### src/rtl/usb_cdc_in_arbiter.sv
// Round-robin arbiter sharing the usb_cdc IN byte stream among N_REQ valid/ready requesters,
// granting bounded bursts optionally prefixed by a channel header byte (8'hF0 | idx).
module usb_cdc_in_arbiter #(
  parameter int unsigned N_REQ     = 4,
  parameter int unsigned BURST_LEN = 8,
  parameter int unsigned HEADER_EN = 1
) (
  input  logic               clk_i,
  input  logic               rstn_i,
  input  logic               configured_i,
  input  logic [8*N_REQ-1:0] req_data_i,
  input  logic [N_REQ-1:0]   req_valid_i,
  output logic [N_REQ-1:0]   req_ready_o,
  output logic [7:0]         in_data_o,
  output logic               in_valid_o,
  input  logic               in_ready_i,
  output logic [N_REQ-1:0]   grant_o,
  output logic               busy_o
);

  localparam logic [1:0] ST_IDLE  = 2'd0;
  localparam logic [1:0] ST_HDR   = 2'd1;
  localparam logic [1:0] ST_BURST = 2'd2;
  localparam logic [7:0] CNT_LAST = 8'(BURST_LEN - 1);

  logic [1:0]       r_state;
  logic [2:0]       r_grant_idx;
  logic [2:0]       r_last_idx;
  logic [7:0]       r_cnt;
  logic [N_REQ-1:0] r_grant;
  logic             r_busy;

  logic [1:0]       w_state_d;
  logic [2:0]       w_grant_idx_d;
  logic [2:0]       w_last_idx_d;
  logic [7:0]       w_cnt_d;
  logic [N_REQ-1:0] w_grant_d;
  logic [2:0]       w_pick_idx;
  logic             w_pick_vld;
  logic [7:0]       w_gnt_data;
  logic             w_gnt_valid;

  // Pick the valid requester with the smallest rotating distance from last_idx+1.
  always_comb begin
    int unsigned v_dist;
    int unsigned v_best;
    w_pick_idx = '0;
    w_pick_vld = |req_valid_i;
    v_best     = N_REQ;
    for (int unsigned k = 0; k < N_REQ; k++) begin
      v_dist = k + N_REQ - 1 - 32'(r_last_idx);
      if (v_dist >= N_REQ) v_dist = v_dist - N_REQ;
      if (req_valid_i[k] && (v_dist < v_best)) begin
        v_best     = v_dist;
        w_pick_idx = 3'(k);
      end
    end
  end

  always_comb begin
    w_gnt_data  = '0;
    w_gnt_valid = 1'b0;
    for (int unsigned k = 0; k < N_REQ; k++) begin
      if (r_grant_idx == 3'(k)) begin
        w_gnt_data  = req_data_i[8*k +: 8];
        w_gnt_valid = req_valid_i[k];
      end
    end
  end

  always_comb begin
    w_state_d     = r_state;
    w_grant_idx_d = r_grant_idx;
    w_last_idx_d  = r_last_idx;
    w_cnt_d       = r_cnt;
    in_valid_o    = 1'b0;
    in_data_o     = '0;
    req_ready_o   = '0;
    case (r_state)
      ST_HDR: begin
        in_valid_o = 1'b1;
        in_data_o  = 8'hF0 | {5'd0, r_grant_idx};
        if (in_ready_i) begin
          w_state_d = ST_BURST;
        end else if (!configured_i) begin
          w_state_d = ST_IDLE;
        end
      end
      ST_BURST: begin
        in_valid_o = w_gnt_valid;
        in_data_o  = w_gnt_data;
        for (int unsigned k = 0; k < N_REQ; k++) begin
          req_ready_o[k] = in_ready_i && (r_grant_idx == 3'(k));
        end
        // A byte moving this cycle always completes; the other exits wait for an idle cycle.
        if (w_gnt_valid && in_ready_i) begin
          if (r_cnt == CNT_LAST) begin
            w_cnt_d   = '0;
            w_state_d = ST_IDLE;
          end else begin
            w_cnt_d = r_cnt + 8'd1;
          end
        end else if (!w_gnt_valid || !configured_i) begin
          w_state_d = ST_IDLE;
        end
      end
      default: begin
        if (configured_i && w_pick_vld) begin
          w_grant_idx_d = w_pick_idx;
          w_last_idx_d  = w_pick_idx;
          w_cnt_d       = '0;
          w_state_d     = (HEADER_EN != 0) ? ST_HDR : ST_BURST;
        end
      end
    endcase
  end

  always_comb begin
    for (int unsigned k = 0; k < N_REQ; k++) begin
      w_grant_d[k] = (w_state_d != ST_IDLE) && (w_grant_idx_d == 3'(k));
    end
  end

  always_ff @(posedge clk_i) begin
    if (!rstn_i) begin
      r_state     <= ST_IDLE;
      r_grant_idx <= '0;
      r_last_idx  <= 3'(N_REQ - 1);
      r_cnt       <= '0;
      r_grant     <= '0;
      r_busy      <= 1'b0;
    end else begin
      r_state     <= w_state_d;
      r_grant_idx <= w_grant_idx_d;
      r_last_idx  <= w_last_idx_d;
      r_cnt       <= w_cnt_d;
      r_grant     <= w_grant_d;
      r_busy      <= (w_state_d != ST_IDLE);
    end
  end

  assign grant_o = r_grant;
  assign busy_o  = r_busy;

endmodule
### config.mk
export PLATFORM = sky130hd
export DESIGN_NAME = usb_cdc_in_arbiter
export DESIGN_NICKNAME = d
export VERILOG_FILES = /design/src/rtl/usb_cdc_in_arbiter.sv
export SDC_FILE = /design/constraint.sdc
export NUM_CORES = 1
export LEC_CHECK = 0
export ABC_AREA = 0
export CORE_MARGIN = 2
export CORE_UTILIZATION = 42
export DETAILED_ROUTE_END_ITERATION = 12
export PLACE_DENSITY_LB_ADDON = 0.15
export SLEW_MARGIN = 10
export SYNTH_ARGS = -nofsm -noshare
export SYNTH_HDL_FRONTEND = slang
export SYNTH_SLANG_ARGS = --single-unit
### constraint.sdc
create_clock -name clk_i -period 4.03 [get_ports clk_i]
set_input_delay 0.6045 -clock clk_i [delete_from_list [all_inputs] [get_ports clk_i]]
set_output_delay 0.6045 -clock clk_i [all_outputs]
set_load 0.03 [all_outputs]
==> results of run 1 <==
## cell usage after synthesis (all sizes together) (5+ instances only)
| master | number | area (um2) |
|---|---|---|
| nor2 | 22 | 85.1 |
| dfxtp | 20 | 400 |
| ha | 18 | 225 |
| nand2 | 13 | 48.8 |
| o21ai | 13 | 76.3 |
| a21oi | 12 | 63.8 |
| inv | 12 | 45.0 |
| mux2 | 8 | 90.1 |
| nor4 | 7 | 50.1 |
| mux2i | 6 | 60.1 |
| nand2b | 6 | 37.5 |
| nand3 | 6 | 30.0 |
| and2 | 5 | 31.3 |
| clkbuf | 5 | 18.8 |
| nor3 | 5 | 25.0 |
## timing repair
action                                  in CTS  in global routing
endpoints found under the setup margin       8                  8
gates resized for setup                      8                 15
pin swaps                                    4                  9
buffers inserted                             3                  5
## cell type report
type | count | area (um2) | area share [%]
clock buffer | 4 | 45.0 | 1.57
inverter | 12 | 57.6 | 2.00
multi-input combinational | 178 | 1500 | 52.2
sequential | 20 | 408 | 14.2
tap | 50 | 62.6 | 2.18
timing repair buffer | 87 | 800 | 27.8
## logic make-up after synthesis
family                   Yosys count  synth area share [%]
AO/OA/AOI/OAI                     54                  21.9
XOR/XNOR                           5                  2.40
adder cells (fa/ha/maj)           18                  12.4
buffers and inverters             20                  5.01
flip-flops                        20                  22.0
multiplexers                      17                  12.4
other                              1                 0.206
AND/OR/NAND/NOR                   82                  23.8
## final timing paths
kind                               from                     to  slack (ns)
max          r_last_idx[0]$_SDFFE_PN1P_  grant_o[2]$_SDFF_PN0_       -0.16
min               r_cnt[7]$_SDFFE_PN0P_  r_cnt[7]$_SDFFE_PN0P_        0.54
min reg2reg       r_cnt[7]$_SDFFE_PN0P_  r_cnt[7]$_SDFFE_PN0P_        0.54
max reg2reg  r_last_idx[0]$_SDFFE_PN1P_  grant_o[2]$_SDFF_PN0_       -0.16
## registers in the layout, indices dropped and copies added, names as in the netlist
register / flops
r_grant_idx: 3
r_last_idx: 2
r_state: 2
r_cnt: 8
busy_o: 1
grant_o: 4
## per-layer routing
| metal | GRT usage [%] | share of wire (%) | routed length [um] |
|---|---|---|---|
| met5 | 0 | 0 | 0 |
| met4 | 6.41 | 2.1 | 112 |
| met3 | 3.03 | 6.0 | 318 |
| met2 | 33.9 | 44 | 2340 |
| met1 | 29.7 | 48 | 2520 |
## critical path, cell delays in order (launching register included)
cell,delay (ns)
dfxtp_4,0.37
inv_6,0.05
ha_4,0.14
nand2b_4,0.14
inv_4,0.06
ha_4,0.20
nand2_4,0.06
nand3_2,0.07
o21bai_4,0.18
mux2_4,0.32
ha_4,0.22
o211ai_1,0.27
a31oi_1,0.11
nor3_2,0.24
buf_4,0.15
nand2_2,0.05
o21a_1,0.11
ha_1,0.28
or3_4,0.12
a21oi_4,0.05
a311o_1,0.37
o32a_1,0.40
o2111a_1,0.12
## power by group
group,internal [uW],total [uW],switching (uW)
Sequential,221,254,33.3
Combinational,391,738,347
Clock,70.5,134,63.5
## per-stage QoR
stage               hold WS, ns  area, um2  util, %
floorplan                 0.485       1920        -
global placement          0.509       2670     65.4
detailed placement        0.525       2670     65.4
CTS                       0.540       2770     67.7
global route              0.597       2870     70.3
finish                    0.544       2870     70.3
==> flow_summary_export.csv, run 1 <==
group,metric,value,unit
outcome,status,"finished with violations",
outcome,violations,"negative setup slack",
pwr,power.leakage,0.00111,uW
placed_design,gp_congestion,0.884,
clock_tree,ctsHtreeMaxLevel,1,
sta,finalCritPeriodShare,104,%
cells_and_area,fin_nets,360,
floorplan,dieHeight,69.9,um
cells_and_area,stdcell_count,351,
grt,antenna_found_initial,0,
synth,synth_cell_type_count,54,
sta,final.setup.worst_slack,-0.156,ns
placed_design,hpwl,3.99,mm
floorplan,dieArea,4880,um2
worst_setup_path,critPathCaptureType,"flop",
sta,worst_pin_slew,0.590,ns
synth,ys_seq_area_share,22.0,%
sta,fin_skew,0.00102,ns
routing,drtIter0Drc,66,
clock_tree,clockBufferDepth,2,
sta,slew_headroom,60.6,%
clock_tree,clock-sinks,20,
cells_and_area,area_growth,57.5,%
routing,num_vias,1956,
grt,grt_pass1_wl,8.59,mm
floorplan,die_x,69.9,um
grt,grt_max_degree,16,
synth,synth-seq-cells,20,
clock_tree,worstSkewPairLatency,0.26,ns
sta,hold_violations,0,
floorplan,pin_count,58,
sta,report.final.slew_viol_count,0,
worst_setup_path,critPathRequiredTime,4.19,ns
placed_design,numPortBuffers,57,
sta,min_period,4.19,ns
worst_setup_path,crit_fanout,3,
clock_tree,clk_pin_slew,0.07,ns
floorplan,rows,23,
sta,setup_viol,6,
sta,tns,-0.560,ns
floorplan,start_util,44.6,%
cells_and_area,layout_common_cells,"56 x clkdlybuf4s50_1, 29 x buf_4, 21 x nor2_1, 18 x dfxtp_1, 14 x ha_1",
pwr,ir_drop,0.000368,V
synth,synth_flop_cell,"dfxtp_1",
routing,vias_per_cell,5.57,
cells_and_area,n_fill_cell,332,
placed_design,pre_cts_slack,-0.631,ns
worst_setup_path,cp-start-kind,"flop",
cells_and_area,post_route_cells_drive_above_1_share,23.6,%
job,max_cap_violations,0,
sta,rsz0062_at_grt,"true",
clock_tree,cts_tree,"done",
pwr,finalPower,1130,uW
worst_setup_path,reg2reg_depth,22,
synth,postSynth.asyncResetShare,0,%
min_path,whs_path_depth,2,
floorplan,core_region_area,4090,um2
synth,avgSynthCellArea,8.40,um2
clock_tree,cts_hold_buf,0,
routing,wl_per_cell,15.1,um
routing,drc_errors,0,
pwr,powerDensity,392,nW/um2
synth,synth_area,1820,um2
grt,track_usage,21.2,%
clock_tree,numCtsBuffers,3,
grt,grt_overflow_total,0,
min_path,hold_path_class,"reg2reg",
clock_tree,cts_root_buf,"clkbuf_8",
synth,synthCells,217,
routing,first_pass_iters,4,
placed_design,post-place-cells,339,
routing,wl,5.29,mm
worst_setup_path,path_class,"reg2reg",
grt,grt_pass1_vias,1872,
cells_and_area,layout_commonest_cell,"clkdlybuf4s50_1",
worst_setup_path,cp.arrival,4.34,ns
synth,yosysWarnings,0,
synth,synth_edf_count,0,
cells_and_area,antennaDiodeCount,0,
sta,fmax,0.239,GHz
routing,ant_nets,0,
No activity file was read; power rests on OpenSTA's default activity.
==> run 2: changes to the inputs <==
--- a/config.mk
+++ b/config.mk
@@ -8,6 +8,7 @@
 export ABC_AREA = 0
 export CORE_MARGIN = 2
 export CORE_UTILIZATION = 42
+export CTS_CLUSTER_SIZE = 10
 export DETAILED_ROUTE_END_ITERATION = 12
 export PLACE_DENSITY_LB_ADDON = 0.15
 export SLEW_MARGIN = 10
==> results of run 2 <==
The final DEF is identical to that of run 1; final timing and power are the same.
